--- config.mk ---
export PLATFORM = sky130hd
export DESIGN_NAME = ddr3_app_sequencer
export DESIGN_NICKNAME = d
export VERILOG_FILES = /design/src/rtl/ddr3_pkg.sv /design/src/rtl/ddr3_rd_assembler.sv /design/src/rtl/ddr3_app_sequencer.sv
export SDC_FILE = /design/constraint.sdc
export NUM_CORES = 1
export LEC_CHECK = 0
export CAP_MARGIN = 15
export CORE_AREA = 2 2 208 210
export DETAILED_ROUTE_END_ITERATION = 7
export DIE_AREA = 0 0 210 212
export GPL_TIMING_DRIVEN = 0
export PLACE_DENSITY = 0.61
export RECOVER_POWER = 50
export SLEW_MARGIN = 20
export SYNTH_ARGS = -nofsm -noshare
export SYNTH_HDL_FRONTEND = slang
export SYNTH_HIERARCHICAL = 1
export SYNTH_SLANG_ARGS = --single-unit
--- constraint.sdc ---
create_clock -name CLK -period 5.4 [get_ports CLK]
set_input_delay 1.35 -clock CLK [delete_from_list [all_inputs] [get_ports CLK]]
set_output_delay 1.35 -clock CLK [all_outputs]
set_load 0.01 [all_outputs]
--- src/rtl/ddr3_pkg.sv ---
`default_nettype none
// ============================================================================
// Module   : ddr3_pkg
// Purpose  : State encoding, MIG command codes and line geometry shared by
//            the DDR3 app-interface sequencer and its read assembler.
// Revision : 1.0
// ============================================================================
package ddr3_pkg;

   typedef enum logic [2:0] {
      IDLE    = 3'd0,
      WR0     = 3'd1,
      WR1     = 3'd2,
      RD0     = 3'd3,
      RD1     = 3'd4,
      RD_WAIT = 3'd5,
      RD_PUSH = 3'd6
   } ddr3_seq_state_t;

   localparam logic [2:0] APP_CMD_WRITE = 3'b000;
   localparam logic [2:0] APP_CMD_READ  = 3'b001;

   localparam int LINE_BYTES       = 16;
   localparam int BEAT_BYTES       = 8;
   localparam int BEATS_PER_LINE   = LINE_BYTES / BEAT_BYTES;
   localparam int LINE_OFFSET_BITS = 4;

endpackage
`default_nettype wire

--- src/rtl/ddr3_rd_assembler.sv ---
`default_nettype none
// ============================================================================
// Module   : ddr3_rd_assembler
// Purpose  : Collects two app read beats (low half first) into one line.
// Revision : 1.0
// ============================================================================
module ddr3_rd_assembler
   import ddr3_pkg::*;
#(
   parameter int BEAT_WIDTH = 64
) (
   input  logic                                 clk_i,
   input  logic                                 rst_n_i,
   input  logic                                 clear_i,
   input  logic                                 capture_en_i,
   input  logic                                 valid_i,
   input  logic [BEAT_WIDTH-1:0]                data_i,
   output logic [BEATS_PER_LINE*BEAT_WIDTH-1:0] line_o,
   output logic                                 done_o
);

   localparam int LINE_WIDTH = BEATS_PER_LINE * BEAT_WIDTH;

   logic                  beat_q, beat_d;
   logic                  done_q, done_d;
   logic [LINE_WIDTH-1:0] line_q, line_d;

   always_comb begin
      beat_d = beat_q;
      done_d = done_q;
      line_d = line_q;
      if (clear_i) begin
         beat_d = 1'b0;
         done_d = 1'b0;
      end else if (capture_en_i && valid_i) begin
         if (!beat_q) begin
            line_d[BEAT_WIDTH-1:0] = data_i;
            beat_d                 = 1'b1;
         end else begin
            line_d[LINE_WIDTH-1:BEAT_WIDTH] = data_i;
            beat_d                          = 1'b0;
            done_d                          = 1'b1;
         end
      end
   end

   always_ff @(posedge clk_i or negedge rst_n_i) begin
      if (!rst_n_i) begin
         beat_q <= 1'b0;
         done_q <= 1'b0;
         line_q <= '0;
      end else begin
         beat_q <= beat_d;
         done_q <= done_d;
         line_q <= line_d;
      end
   end

   assign line_o = line_q;
   assign done_o = done_q;

endmodule
`default_nettype wire

--- src/rtl/ddr3_app_sequencer.sv ---
`default_nettype none
// ============================================================================
// Module   : ddr3_app_sequencer
// Purpose  : Drains cache write/read-request FIFOs into MIG app commands,
//            two 64-bit beats per 128-bit line. DDR3_SEQ_PERF_CNT_EN adds
//            line and stall counters.
// Revision : 1.0
// ============================================================================
module ddr3_app_sequencer
   import ddr3_pkg::*;
#(
   parameter int ADDRESS_WIDTH  = 32,
   parameter int DATA_WIDTH     = 128,
   parameter int APP_ADDR_WIDTH = 29,
   parameter int APP_DATA_WIDTH = 64
) (
   input  logic                        CLK,
   input  logic                        RSTn,
   input  logic                        init_calib_complete,
   input  logic                        write_fifo_empty,
   input  logic [ADDRESS_WIDTH-1:0]    write_fifo_address,
   input  logic [DATA_WIDTH-1:0]       write_fifo_data,
   output logic                        write_fifo_read,
   input  logic                        read_in_fifo_empty,
   input  logic [ADDRESS_WIDTH-1:0]    read_in_fifo_address,
   output logic                        read_in_fifo_read,
   input  logic                        read_out_fifo_full,
   output logic                        read_out_fifo_address_write,
   output logic                        read_out_fifo_data_write,
   output logic [ADDRESS_WIDTH-1:0]    read_out_fifo_address,
   output logic [DATA_WIDTH-1:0]       read_out_fifo_data,
   output logic [APP_ADDR_WIDTH-1:0]   app_addr,
   output logic [2:0]                  app_cmd,
   output logic                        app_en,
   input  logic                        app_rdy,
   output logic [APP_DATA_WIDTH-1:0]   app_wdf_data,
   output logic [APP_DATA_WIDTH/8-1:0] app_wdf_mask,
   output logic                        app_wdf_wren,
   output logic                        app_wdf_end,
   input  logic                        app_wdf_rdy,
   input  logic [APP_DATA_WIDTH-1:0]   app_rd_data,
   input  logic                        app_rd_data_valid
`ifdef DDR3_SEQ_PERF_CNT_EN
   ,
   output logic [31:0]                 wr_line_count,
   output logic [31:0]                 rd_line_count,
   output logic [31:0]                 stall_count
`endif
);

   localparam logic [ADDRESS_WIDTH-1:0] LINE_ADDR_MASK =
      {{(ADDRESS_WIDTH-LINE_OFFSET_BITS){1'b1}}, {LINE_OFFSET_BITS{1'b0}}};

   ddr3_seq_state_t            state_q, state_d;
   logic [ADDRESS_WIDTH-1:0]   addr_q, addr_d;
   logic [DATA_WIDTH-1:0]      wdata_q, wdata_d;
   logic                       cmd_done_q, cmd_done_d;
   logic                       wdf_done_q, wdf_done_d;
   logic                       wr_pop_q, wr_pop_d;

   logic                       w_is_wr, w_is_rd_cmd, w_beat_sel;
   logic                       w_cmd_fire, w_wdf_fire, w_cmd_ok, w_wdf_ok;
   logic                       w_rd_done;
   logic [DATA_WIDTH-1:0]      w_line;

   assign w_is_wr     = (state_q == WR0) || (state_q == WR1);
   assign w_is_rd_cmd = (state_q == RD0) || (state_q == RD1);
   assign w_beat_sel  = (state_q == WR1) || (state_q == RD1);

   // Moore outputs: decoded from state and done flags only.
   assign app_en       = (w_is_wr || w_is_rd_cmd) && !cmd_done_q;
   assign app_cmd      = w_is_rd_cmd ? APP_CMD_READ : APP_CMD_WRITE;
   assign app_addr     = (w_is_wr || w_is_rd_cmd) ?
                         {addr_q[APP_ADDR_WIDTH-1:LINE_OFFSET_BITS], w_beat_sel, 3'b000} : '0;
   assign app_wdf_wren = w_is_wr && !wdf_done_q;
   assign app_wdf_end  = w_is_wr && !wdf_done_q;
   assign app_wdf_mask = '0;
   assign app_wdf_data = (state_q == WR0) ? wdata_q[APP_DATA_WIDTH-1:0] :
                         (state_q == WR1) ? wdata_q[DATA_WIDTH-1 -: APP_DATA_WIDTH] : '0;

   assign write_fifo_read             = wr_pop_q;
   assign read_in_fifo_read           = (state_q == RD_PUSH);
   assign read_out_fifo_address_write = (state_q == RD_PUSH);
   assign read_out_fifo_data_write    = (state_q == RD_PUSH);
   assign read_out_fifo_address       = addr_q;
   assign read_out_fifo_data          = w_line;

   assign w_cmd_fire = app_en && app_rdy;
   assign w_wdf_fire = app_wdf_wren && app_wdf_rdy;
   assign w_cmd_ok   = cmd_done_q || w_cmd_fire;
   assign w_wdf_ok   = wdf_done_q || w_wdf_fire;

   always_comb begin
      state_d    = state_q;
      addr_d     = addr_q;
      wdata_d    = wdata_q;
      cmd_done_d = cmd_done_q;
      wdf_done_d = wdf_done_q;
      wr_pop_d   = 1'b0;
      case (state_q)
         IDLE: begin
            // The pop is registered, so the show-ahead head is stale for one cycle.
            if (init_calib_complete && !wr_pop_q) begin
               if (!write_fifo_empty) begin
                  addr_d  = write_fifo_address & LINE_ADDR_MASK;
                  wdata_d = write_fifo_data;
                  state_d = WR0;
               end else if (!read_in_fifo_empty && !read_out_fifo_full) begin
                  addr_d  = read_in_fifo_address & LINE_ADDR_MASK;
                  state_d = RD0;
               end
            end
         end
         WR0, WR1: begin
            if (w_cmd_ok && w_wdf_ok) begin
               cmd_done_d = 1'b0;
               wdf_done_d = 1'b0;
               if (state_q == WR0) begin
                  state_d = WR1;
               end else begin
                  state_d  = IDLE;
                  wr_pop_d = 1'b1;
               end
            end else begin
               cmd_done_d = w_cmd_ok;
               wdf_done_d = w_wdf_ok;
            end
         end
         RD0:     if (w_cmd_fire) state_d = RD1;
         RD1:     if (w_cmd_fire) state_d = RD_WAIT;
         RD_WAIT: if (w_rd_done) state_d = RD_PUSH;
         RD_PUSH: state_d = IDLE;
         default: state_d = IDLE;
      endcase
   end

   always_ff @(posedge CLK or negedge RSTn) begin
      if (!RSTn) begin
         state_q    <= IDLE;
         addr_q     <= '0;
         wdata_q    <= '0;
         cmd_done_q <= 1'b0;
         wdf_done_q <= 1'b0;
         wr_pop_q   <= 1'b0;
      end else begin
         state_q    <= state_d;
         addr_q     <= addr_d;
         wdata_q    <= wdata_d;
         cmd_done_q <= cmd_done_d;
         wdf_done_q <= wdf_done_d;
         wr_pop_q   <= wr_pop_d;
      end
   end

   ddr3_rd_assembler #(
      .BEAT_WIDTH (APP_DATA_WIDTH)
   ) u_rd_assembler (
      .clk_i        (CLK),
      .rst_n_i      (RSTn),
      .clear_i      (state_q == IDLE),
      .capture_en_i ((state_q == RD1) || (state_q == RD_WAIT)),
      .valid_i      (app_rd_data_valid),
      .data_i       (app_rd_data),
      .line_o       (w_line),
      .done_o       (w_rd_done)
   );

`ifdef DDR3_SEQ_PERF_CNT_EN
   logic [31:0] wr_cnt_q, rd_cnt_q, stall_cnt_q;

   always_ff @(posedge CLK or negedge RSTn) begin
      if (!RSTn) begin
         wr_cnt_q    <= '0;
         rd_cnt_q    <= '0;
         stall_cnt_q <= '0;
      end else begin
         if (write_fifo_read)    wr_cnt_q    <= wr_cnt_q + 32'd1;
         if (read_in_fifo_read)  rd_cnt_q    <= rd_cnt_q + 32'd1;
         if (app_en && !app_rdy) stall_cnt_q <= stall_cnt_q + 32'd1;
      end
   end

   assign wr_line_count = wr_cnt_q;
   assign rd_line_count = rd_cnt_q;
   assign stall_count   = stall_cnt_q;
`endif

endmodule
`default_nettype wire
# --- Yosys cells after proc, flatten, opt, wreduce, memory -nomap -nowiden ---
# Index checks and enable logic that the tools add are counted.
totals:
  word_cells: 82
  ff_bits: 296
classes:
  eq_ne: 13
  bitwise: 3
  n_mux: 26
  reduce_logical: 30
op_table:
  columns: ["op", "n"]
  rows:
  - ["$mux 64", 2]
  - ["$mux 32", 2]
  - ["$mux 29", 1]
  - ["$mux 3", 7]
  - ["$pmux 3 s5", 1]
  - ["$mux 1", 12]
  - ["$reduce_and 3->1", 4]
  - ["$eq 3x3->1 const B", 3]
  - ["$logic_and 1x1->1", 8]
  - ["$ne 2x2->1 const B", 4]
  - ["$logic_or 1x1->1", 7]
  - ["$eq 3x2->1 const B", 2]
  - ["$reduce_and 6->1", 1]
  - ["$logic_not 1->1", 5]
  - ["$ne 2x1->1 const B", 2]
  - ["$reduce_bool 2->1", 2]
  - ["$eq 3x1->1 const B", 1]
  - ["$logic_not 3->1", 1]
  - ["$ne 3x3->1 const B", 1]
  - ["$not 1->1", 3]
  - ["$mux 2", 1]
  - ["$reduce_and 2->1", 1]
  - ["$reduce_or 2->1", 1]

# --- Logic depth before layout (Yosys ltp) ---
# Gate-level depths: netlist (run 1).
depth:
  depth_word: 9
  mapped_depth: 7
  mapped_depth_nobuf: 4

# --- Modules after synthesis ---
# The synthesis (run 1) kept the hierarchy.
modules_own_cells:
  columns: ["mod", "instances", "area_each_um2", "cells_each"]
  rows:
  - ["ddr3_app_sequencer", 1, 7480.9, 541]
  - ["ddr3_rd_assembler", 1, 5177.5, 279]

# --- Worst setup path after synthesis (run 1) ---
# OpenSTA, ideal clock, no wires.
synth_timing:
  kind: "register to output"
  from: "register state_q[1]"
  to: "output app_wdf_data[14]"
  path_stages_with_launch: 6
  path_slack_ps: 2710
  n_path_buf: 3
  t_arrival_ps: 1340
  path_cell_list: "dfrtp_1 -> buf_2 -> nor3b_1 -> buf_2 -> buf_2 -> a22o_1"
synth_between:
  elab_chain_cells: 3
  word_cells_on_any_way: 4
  cone_classes: "2 x eq/ne; 2 x mux"
synth_lines:
  columns: ["element", "line", "text"]
  rows:
  - ["start, declared", "ddr3_app_sequencer.sv:54", "ddr3_seq_state_t state_q, state_d;"]
  - ["start signal, assigned", "ddr3_app_sequencer.sv:146", "state_q <= state_d;"]
  - ["$eq 3x2->1", "ddr3_app_sequencer.sv:79", "(state_q == WR1) ? wdata_q[DATA_WIDTH-1 -: APP_DATA_WIDTH] : '0;"]
  - ["$mux 64", "ddr3_app_sequencer.sv:79", null]
  - ["$mux 64 *", "ddr3_app_sequencer.sv:78", "assign app_wdf_data = (state_q == WR0) ? wdata_q[APP_DATA_WIDTH-1:0] :"]
  - ["end, declared", "ddr3_app_sequencer.sv:36", "output logic [APP_DATA_WIDTH-1:0] app_wdf_data,"]
# Mark *: on every way between the ends. The rest lies on a longest branch, timed or not.

# --- Final worst setup path (run 1) ---
layout_timing:
  from: "register state_q[1]"
  to: "output app_wdf_data[24]"
# Same word-level chain as after synthesis.

==> results_dict.tcl, run 1 <==
set metrics [dict create \
    synth_warnings 6 \
    yosys-top-cells-count "dfrtp_1, mux2_2, mux2_1" \
    hold_depth 1 \
    relSlewSlack_pct -142.8 \
    ys_types 37 \
    globalRouteTotalUtil_pct 17.19 \
    dp_cells 1895 \
    p_int_w 0.007499 \
    drt_wl_total_um 38910 \
    synth-seq-cells 292 \
    avgViaCountPerCell 4.553 \
    dp_hpwl_um 29590 \
    path_class "flip-flop to output port" \
    cts_setup_buffers 0 \
    rows 76 \
    p_switching_w 0.003415 \
    synthTopCellsByArea "dfrtp_1, mux2_2, mux2_1" \
    drc 0 \
    final.setup.tns_ps 0 \
    crit_top_cell "buf_2" \
    io_pins 536 \
    fin_ws_ps 844.6 \
    whs_endpoint "u_rd_assembler/line_o[28]$_DFFE_PN0P_" \
    clk_pin_slew_ps 50 \
    cts.sinks 292 \
    dp_slack_ps 1578 \
    vias 8910 \
    synthMostInstantiatedCell "dfrtp_1" \
    synth_edf_count 0 \
    hp-class "flip-flop to flip-flop" \
    antenna_found_initial 4 \
    drive_above_1_share_pct 17.87 \
    cts_resized 0 \
    die-height_um 212 \
    ctsHoldBuffers 0 \
    instances_no_fill 1957 \
    avgSynthCellArea_um2 15.44 \
    grt_max_degree 83 \
    place.gp.congestion 0.7837 \
    cellPowerDensity_mw_per_mm2 562.3 \
    die_w_um 210 \
    start_util_pct 29.78 \
    synth.largest_area_cell "dfrtp_1" \
    detail-route-antenna-nets 0 \
    fmax_ghz 0.2195 \
    wl_per_cell_um 19.88 \
    yosysSeqAreaShare_pct 57.72 \
    r2r-start "state_q[1]$_DFFE_PN0P_" \
    clkLatencyLatePin_ps 520 \
    syn2layout_area_growth_pct 53.33 \
    coreArea_mm2 0.04251 \
    status "finished, violations left" \
    path_max_fanout 10 \
    netlist_instances 820 \
    violations "max-capacitance violations, max-slew violations" \
    cts_tree "built" \
    power_w 0.01091 \
    slowest_stage "clkdlybuf4s50_1" \
    ys_async_sr_fraction_pct 100.0 \
    r2r-end "u_rd_assembler/line_o[0]$_DFFE_PN0P_" \
    endpoint_kind "output port" \
    arrival_ps 3210 \
    final.min_clock_period_ps 4555 \
    hold_start "u_rd_assembler/line_o[28]$_DFFE_PN0P_" \
    synthesis.area_mm2 0.01266 \
    setup_viol 0 \
    comb_power_share_pct 43.7 \
    die-area_mm2 0.04452 \
    worst_pin_slew_ps 3642 \
    h-tree-depth 2 \
    grt_pass1_vias 9473 \
    r2r_cells 7 \
    power_frac_clock_pct 21.9 \
    max_stage_delay_ps 610 \
    hold_viol 0 \
    maxCapViolCount 1 \
    synth_flop_cell "dfrtp_1" \
    yosys.area.top_type_share_pct 57.72 \
    initialDrtViolationCount 252 \
    grt_pass1_wl_um 58570 \
    io_buffers 510 \
    clk_path_buf_depth 3 \
    start_kind "flip-flop" \
    grt-ovfl-total 0 \
    path_cells "buf_2, nor3b_1, clkbuf_1, buf_2, a22o_1, clkdlybuf4s50_1" \
    worstPathRequired_ps 4050 \
    rsz0062_at_grt "no" \
    leakagePower_nw 8.285 \
    post-route-period-util_pct 84.36 \
    pwr-share-seq_pct 34.5 \
    clock_skew_ps 16.64 \
    cts_root_buf "clkbuf_16" \
    whs_ps 482.9 \
    p_sw_share_pct 31.29 \
    fin_nets 1652 \
    drv_slew 74 \
    r2r_slack_ps 2480 \
    drt_first_pass_iters 4 \
    numCtsBuffers 36 \
    peakVddDrop_uv 305.4 \
]
-- sequential cells by signal, summed over array words and instances (netlist names) --
register and count:
u_rd_assembler/done_o 1, read_out_fifo_address 28, cmd_done_q 1, wdf_done_q 1
u_rd_assembler/beat_q 1, wdata_q 128, state_q 3, u_rd_assembler/line_o 128
write_fifo_read 1
-- cell families (layout without fill, tap and decap cells) --
logic type | count (synthesis) | after routing | synth area share (%)
XOR/XNOR | 2 | 2 | 0.1384
multiplexers | 313 | 313 | 29.61
buffers and inverters | 74 | 648 | 4.349
flip-flops | 292 | 292 | 57.72
AO/OA/AOI/OAI | 82 | 82 | 5.308
AND/OR/NAND/NOR | 56 | 56 | 2.837
other | 1 | 18 | 0.02962
-- cell type report --
type                    count  area (um^2)
clock buffers              52         1072
inverters                   1        3.754
fillers                  3958        23100
clock inverters             9        98.84
well taps                 546        683.2
repair buffers            513         5190
plain buffers              73        397.9
flip-flops and latches    292         7307
multi-input cells         470         4653
diodes                      1        2.502
-- power by group through the flow --
stage	Clock, W	Sequential (W)	Combinational, W
2_1_floorplan	0	0.00390	0.00213
3_3_place_gp	0	0.00379	0.00496
3_5_place_dp	0	0.00381	0.00501
4_1_cts	0.00247	0.00378	0.00504
5_1_grt	0.00256	0.00389	0.00510
6_report	0.00239	0.00376	0.00477
-- worst max path at each step --
stage / from / to / cells after the start
final: state_q[1]$_DFFE_PN0P_ / app_wdf_data[24] / 6
after global routing: RSTn / wdata_q[118]$_DFFE_PN0P_ / 1
after CTS: state_q[1]$_DFFE_PN0P_ / app_wdf_data[24] / 6
after detailed placement: state_q[1]$_DFFE_PN0P_ / app_wdf_data[24] / 6
after global placement: RSTn / read_out_fifo_address[30]$_DFFE_PN0P_ / 1
after floorplan: state_q[1]$_DFFE_PN0P_ / app_wdf_data[14] / 5
-- placed cells by master (no fill, tap or decap), types with 2 or more instances in the layout --
cell type,count
xnor2_1,2
mux2_1,174
bufinv_16,2
and3b_1,2
nor2b_1,2
a22o_1,64
nand2b_1,3
clkbuf_16,37
mux2_4,6
nor3b_1,4
nand2_1,2
o22a_1,2
and2_1,26
nor2_1,6
clkdlybuf4s50_1,504
dlygate4sd3_1,5
clkbuf_8,9
clkinv_2,6
nand3b_1,3
a31oi_1,2
o21ai_0,5
buf_4,21
nor3_1,2
conb_1,17
a21oi_1,6
buf_2,30
dfrtp_1,292
clkbuf_1,27
mux2_2,132
buf_16,3
-- layer usage --
metal  vias to the layer above  share of wire [%]  track usage (%)
met5                         -               0.11                0
met4                         6                2.4            5.258
met3                        67                9.0            6.499
met2                       332                 49            29.06
met1                      4442                 40            20.33
li1                       4063                  -                -
-- stage by stage --
step                utilization [%]  cell area [um^2]
global route                  45.66             19410
CTS                           46.50             19770
detailed placement            43.74             18590
global placement              43.54             18510
floorplan                         -             12720
finish                        45.66             19410
-- critical path, delay by kind of cell, from the launching register on --
family	cells	cell delay, ps
simple gates	1	340
buf+inv	4	1760
flops	1	370
compound gates	1	200
(Power assumes the default switching activity.)
==> run 2, diff against run 1 <==
--- a/config.mk
+++ b/config.mk
@@ -6,11 +6,11 @@
 export NUM_CORES = 1
 export LEC_CHECK = 0
 export CAP_MARGIN = 15
-export CORE_AREA = 2 2 208 210
+export CORE_AREA = 2 2 206 208
 export DETAILED_ROUTE_END_ITERATION = 7
-export DIE_AREA = 0 0 210 212
+export DIE_AREA = 0 0 208 210
 export GPL_TIMING_DRIVEN = 0
-export PLACE_DENSITY = 0.61
+export PLACE_DENSITY = 0.64
 export RECOVER_POWER = 50
 export SLEW_MARGIN = 20
 export SYNTH_ARGS = -nofsm -noshare
==> constraint.sdc (replaced) <==
create_clock -name CLK -period 4.1 [get_ports CLK]
set_input_delay 1.025 -clock CLK [delete_from_list [all_inputs] [get_ports CLK]]
set_output_delay 1.025 -clock CLK [all_outputs]
set_load 0.01 [all_outputs]
==> results_dict.tcl, run 2 (synthesized netlist as in run 1, its figures left out) <==
set metrics [dict create \
    worst_pin_slew_ps 3284 \
    start_util_pct 30.52 \
    drc 0 \
    instances_no_fill 1955 \
    violations "max-capacitance violations, max-slew violations" \
    dp_cells 1888 \
    cts_root_buf "clkbuf_16" \
    path_class "flip-flop to output port" \
    clk_path_buf_depth 3 \
    die-area_mm2 0.04368 \
    numCtsBuffers 35 \
    cellPowerDensity_mw_per_mm2 742.8 \
    wl_per_cell_um 19.65 \
    fin_ws_ps 221.4 \
    relSlewSlack_pct -118.9 \
    die_w_um 208 \
    cts.sinks 292 \
    path_max_fanout 10 \
    r2r_slack_ps 1300 \
    drive_above_1_share_pct 18.00 \
    arrival_ps 2850 \
    h-tree-depth 2 \
    layout.area.seq_mm2 0.007307 \
    leakagePower_nw 8.276 \
    grt_pass1_vias 9627 \
    grt_max_degree 97 \
    grt-ovfl-total 0 \
    vias 8935 \
    antenna_found_initial 6 \
    maxCapViolCount 1 \
    setup_viol 0 \
    avgViaCountPerCell 4.570 \
    initialDrtViolationCount 324 \
    syn2layout_area_growth_pct 53.28 \
    grt_pass1_wl_um 58220 \
    detail-route-antenna-nets 0 \
    whs_endpoint "u_rd_assembler/line_o[16]$_DFFE_PN0P_" \
    io_buffers 510 \
    r2r-start "state_q[1]$_DFFE_PN0P_" \
    endpoint_kind "output port" \
    clk_pin_slew_ps 60 \
    peakVddDrop_uv 554.2 \
    post-route-period-util_pct 94.60 \
    dp_slack_ps 614.9 \
    clkLatencyLatePin_ps 530 \
    mostFrequentLayoutCell "clkdlybuf4s50_1" \
    r2r_cells 7 \
    drt_wl_total_um 38420 \
    nFillCells 3791 \
    multiInputGateArea_mm2 0.004666 \
    cts_setup_buffers 0 \
    hold_start "u_rd_assembler/line_o[16]$_DFFE_PN0P_" \
    r2r-end "u_rd_assembler/line_o[30]$_DFFE_PN0P_" \
    dp_hpwl_um 29180 \
    clock_skew_ps 15.44 \
    start_kind "flip-flop" \
    status "finished, violations left" \
    die-height_um 210 \
    hp-class "flip-flop to flip-flop" \
    hold_depth 1 \
    drt_first_pass_iters 5 \
    fin_nets 1651 \
    rows 75 \
    io_pins 536 \
    globalRouteTotalUtil_pct 17.19 \
    whs_ps 482.2 \
    worstPathRequired_ps 3070 \
    final_cell_mix "clkdlybuf4s50_1, dfrtp_1, mux2_1" \
    coreArea_mm2 0.04148 \
    final.min_clock_period_ps 3879 \
    cts_tree "built" \
    ctsHoldBuffers 0 \
    hold_viol 0 \
    place.gp.congestion 0.7803 \
    fmax_ghz 0.2578 \
    drv_slew 55 \
    rsz0062_at_grt "no" \
]
[run 2: cell types whose count changed in the layout (fill, tap and decap cells not counted), sizes merged]
| cell | previous run | this run |
|---|---|---|
| dlygate4sd3 | 5 | 4 |
| clkdlybuf4s50 | 504 | 505 |
| diode | 1 | 5 |
| dlymetal6s4s | 1 | 0 |
| clkbuf | 73 | 74 |
| inv | 2 | 3 |
[run 2: worst max-delay path: stages (launching register included)]
cell	delay, ps
dfrtp_1	480
buf_2	230
nor3b_1	190
buf_2	300
buf_2	320
a22o_1	190
clkdlybuf4s50_1	620
[run 2: power breakdown]
part | total (W) | internal [W] | leakage [nW] | switching, W
clock | 0.00313 | 0.00191 | 0.580 | 0.00122
combinational | 0.00633 | 0.00374 | 4.14 | 0.00259
sequential | 0.00495 | 0.00421 | 3.56 | 0.000737
total | 0.0144 | 0.00986 | 8.28 | 0.00455
[run 2: layout make-up]
class                      count  area share (%)
multi-input combinational    470           24.05
sequential                   292           37.66
timing repair buffer         513           26.67
clock buffer                  52           5.417
tap                          539           3.476
inverter                       1         0.01935
clock inverter                10          0.6126
buffer                        73           2.038
antenna                        5         0.06449
[run 2: worst max path at each step]
stage                            from                               endpoint  slack [ps]  depth (start not counted)
2_1_floorplan  state_q[1]$_DFFE_PN0P_                       app_wdf_data[14]        1740                          5
3_3_place_gp                     RSTn  u_rd_assembler/line_o[80]$_DFFE_PN0P_      -11100                          1
3_5_place_dp   state_q[1]$_DFFE_PN0P_                       app_wdf_data[21]         610                          6
4_1_cts        state_q[1]$_DFFE_PN0P_                       app_wdf_data[21]          20                          6
5_1_grt        state_q[2]$_DFFE_PN0P_                       app_wdf_data[25]          30                          6
6_report       state_q[2]$_DFFE_PN0P_                       app_wdf_data[25]         220                          6
[run 2: timing repair]
action | CTS | global route
endpoints found under the hold margin | 0 | 0
endpoints found under the setup margin | 0 | 6
gates resized for setup | 0 | 3
[run 2: metrics by stage]
step	total power [W]	setup TNS, ps	area, um^2	utilization [%]
floorplan	0.007947	0	12720	-
global placement	0.01156	-3230550	18500	44.60
detailed placement	0.01164	0	18590	44.81
CTS	0.01488	0	19760	47.63
global route	0.01523	0	19400	46.77
finish	0.01441	0	19400	46.78
[run 2: layer usage]
layer	up-vias	share of wire (%)	global-route usage, %
met4	2	3.4	6.970
met5	-	0.034	0
li1	4080	-	-
met1	4427	40	20.45
met3	80	8.3	6.094
met2	346	49	28.42
==> run 3, diff against run 2 <==
--- a/config.mk
+++ b/config.mk
@@ -5,13 +5,14 @@
 export SDC_FILE = /design/constraint.sdc
 export NUM_CORES = 1
 export LEC_CHECK = 0
-export CAP_MARGIN = 15
-export CORE_AREA = 2 2 206 208
+export CAP_MARGIN = 20
+export CORE_MARGIN = 2
+export CORE_UTILIZATION = 30
 export DETAILED_ROUTE_END_ITERATION = 7
-export DIE_AREA = 0 0 208 210
 export GPL_TIMING_DRIVEN = 0
-export PLACE_DENSITY = 0.64
+export PLACE_DENSITY = 0.63
 export RECOVER_POWER = 50
+export REMOVE_ABC_BUFFERS = 1
 export SLEW_MARGIN = 20
 export SYNTH_ARGS = -nofsm -noshare
 export SYNTH_HDL_FRONTEND = slang
==> results_dict.tcl, run 3 (synthesized netlist as in run 1, its figures left out) <==
set metrics [dict create \
    status "finished, violations left" \
    violations "max-capacitance violations, max-slew violations" \
    leakagePower_nw 8.268 \
    vias 8741 \
    grt_use_met2_pct 28.21 \
    whs_ps 483.2 \
    grt_use_met1_pct 19.78 \
    io_pins 536 \
    drt_first_pass_iters 4 \
    drc 0 \
    clock_skew_ps 18.71 \
    cellPowerDensity_mw_per_mm2 742.6 \
    start_util_pct 30.31 \
    crit_start "state_q[1]$_DFFE_PN0P_" \
    fin_nets 1617 \
    cts.sinks 292 \
    place.gp.congestion 0.7497 \
    io_buffers 510 \
    worst-path-buf-inv 5 \
    grt_pass1_vias 9546 \
    nFillCells 3799 \
    clkLatencyLatePin_ps 530 \
    cts_tree "built" \
    rows 75 \
    die_w_um 209.4 \
    clk_path_buf_depth 3 \
    cts_root_buf "clkbuf_16" \
    globalRouteTotalUtil_pct 16.65 \
    drt_wl_total_um 36960 \
    endpoint_kind "output port" \
    grt_pass1_wl_um 56700 \
    slowest_stage "clkdlybuf4s50_1" \
    peakVddDrop_uv 360.3 \
    die-area_mm2 0.04385 \
    setup_viol 0 \
    path_class "flip-flop to output port" \
    grt-ovfl-total 0 \
    dp_hpwl_um 27960 \
    drv_slew 86 \
    mostFrequentLayoutCell "clkdlybuf4s50_1" \
    relSlewSlack_pct -88.44 \
    crit_top_cell "buf_4" \
    h-tree-depth 2 \
    worst_pin_slew_ps 2827 \
    maxCapViolCount 2 \
    antenna_found_initial 1 \
    die-height_um 209.4 \
    syn2layout_area_growth_pct 53.64 \
    grt_busiest_layer "met2" \
    worstPathRequired_ps 3070 \
    path_cells "nor3b_4, buf_4, buf_4, buf_6, buf_4, a22o_1, clkdlybuf4s50_1" \
    power_w 0.01444 \
    numCtsBuffers 36 \
    final_cell_mix "clkdlybuf4s50_1, dfrtp_1, mux2_1" \
    rsz0062_at_grt "no" \
    wl_per_cell_um 19.29 \
    coreArea_mm2 0.04176 \
    clk_pin_slew_ps 60 \
    arrival_ps 2870 \
    path_delay_family "buffers and inverters" \
    grt_max_degree 93 \
    drive_above_1_share_pct 18.46 \
    r2r-start "state_q[2]$_DFFE_PN0P_" \
    post-route-period-util_pct 94.88 \
    hold_viol 0 \
    initialDrtViolationCount 298 \
    met3_usage_pct 6.030 \
    avgViaCountPerCell 4.562 \
    max_stage_delay_ps 580 \
    hp-class "flip-flop to flip-flop" \
    hold_start "u_rd_assembler/line_o[56]$_DFFE_PN0P_" \
    fmax_ghz 0.2571 \
    start_kind "flip-flop" \
    path_max_fanout 12 \
    detail-route-antenna-nets 0 \
    final.min_clock_period_ps 3890 \
]
## run 3: cell count changes in the layout (fill, tap and decap cells not counted), moves of 4 or more
cell             before  now
buf_4                21   16
mux2_1              175  154
dlygate4sd3_1         4   15
clkbuf_1             28   16
buf_2                31    0
mux2_4                6   26
buf_6                 0   10
buf_8                 0    6
clkdlybuf4s50_1     505  493
diode_2               5    1
## run 3: what timing repair did
item,in CTS,in global routing
gates resized for setup,5,0
hold buffers,0,0
setup buffers,0,4
pin swaps,1,1
gates cloned,0,0
endpoints found under the setup margin,10,10
## run 3: power by group
part | internal [W] | switching [W]
Clock | 0.00186 | 0.00120
Combinational | 0.00388 | 0.00251
Sequential | 0.00422 | 0.000772
## run 3: layout make-up
type                       count  area (um^2)  share of cell area, %
timing repair buffer         551         5567                  28.62
antenna                        1        2.502                0.01287
tap                          539        674.4                  3.468
clock inverter                 6        65.06                 0.3345
multi-input combinational    470         4748                  24.41
inverter                       1        3.754                0.01930
sequential                   292         7311                  37.59
clock buffer                  56         1077                  5.539
## run 3: per-layer routing
metal	wire (um)	vias to the layer above
met3	3223	45
met5	0	-
met1	14800	4393
li1	-	3987
met2	18210	316
met4	721	0
## run 3: path summary, 6_finish.rpt
kind | cells after the start | slack (ps) | to
hold reg to reg | 1 | 480 | u_rd_assembler/line_o[56]$_DFFE_PN0P_
setup / recovery | 7 | 210 | app_wdf_data[24]
max in group asynchronous | 3 | 630 | wdata_q[109]$_DFFE_PN0P_
hold / removal | 1 | 480 | u_rd_assembler/line_o[56]$_DFFE_PN0P_
setup reg to reg | 9 | 470 | u_rd_assembler/line_o[73]$_DFFE_PN0P_
min in group asynchronous | 1 | 1610 | u_rd_assembler/line_o[108]$_DFFE_PN0P_
## run 3: metrics by stage
| step | worst slack, ps | util, % | std cells | TNS (ps) | instance area (um^2) |
|---|---|---|---|---|---|
| floorplan | -1610 | - | 763 | -307080 | 12170 |
| global placement | -11160 | 42.99 | 1812 | -4569740 | 17950 |
| detailed placement | 422.8 | 44.22 | 1849 | 0 | 18460 |
| CTS | 8.662 | 46.99 | 1911 | 0 | 19620 |
| global route | 29.95 | 46.57 | 1916 | 0 | 19450 |
| finish | 209.9 | 46.57 | 1916 | 0 | 19450 |
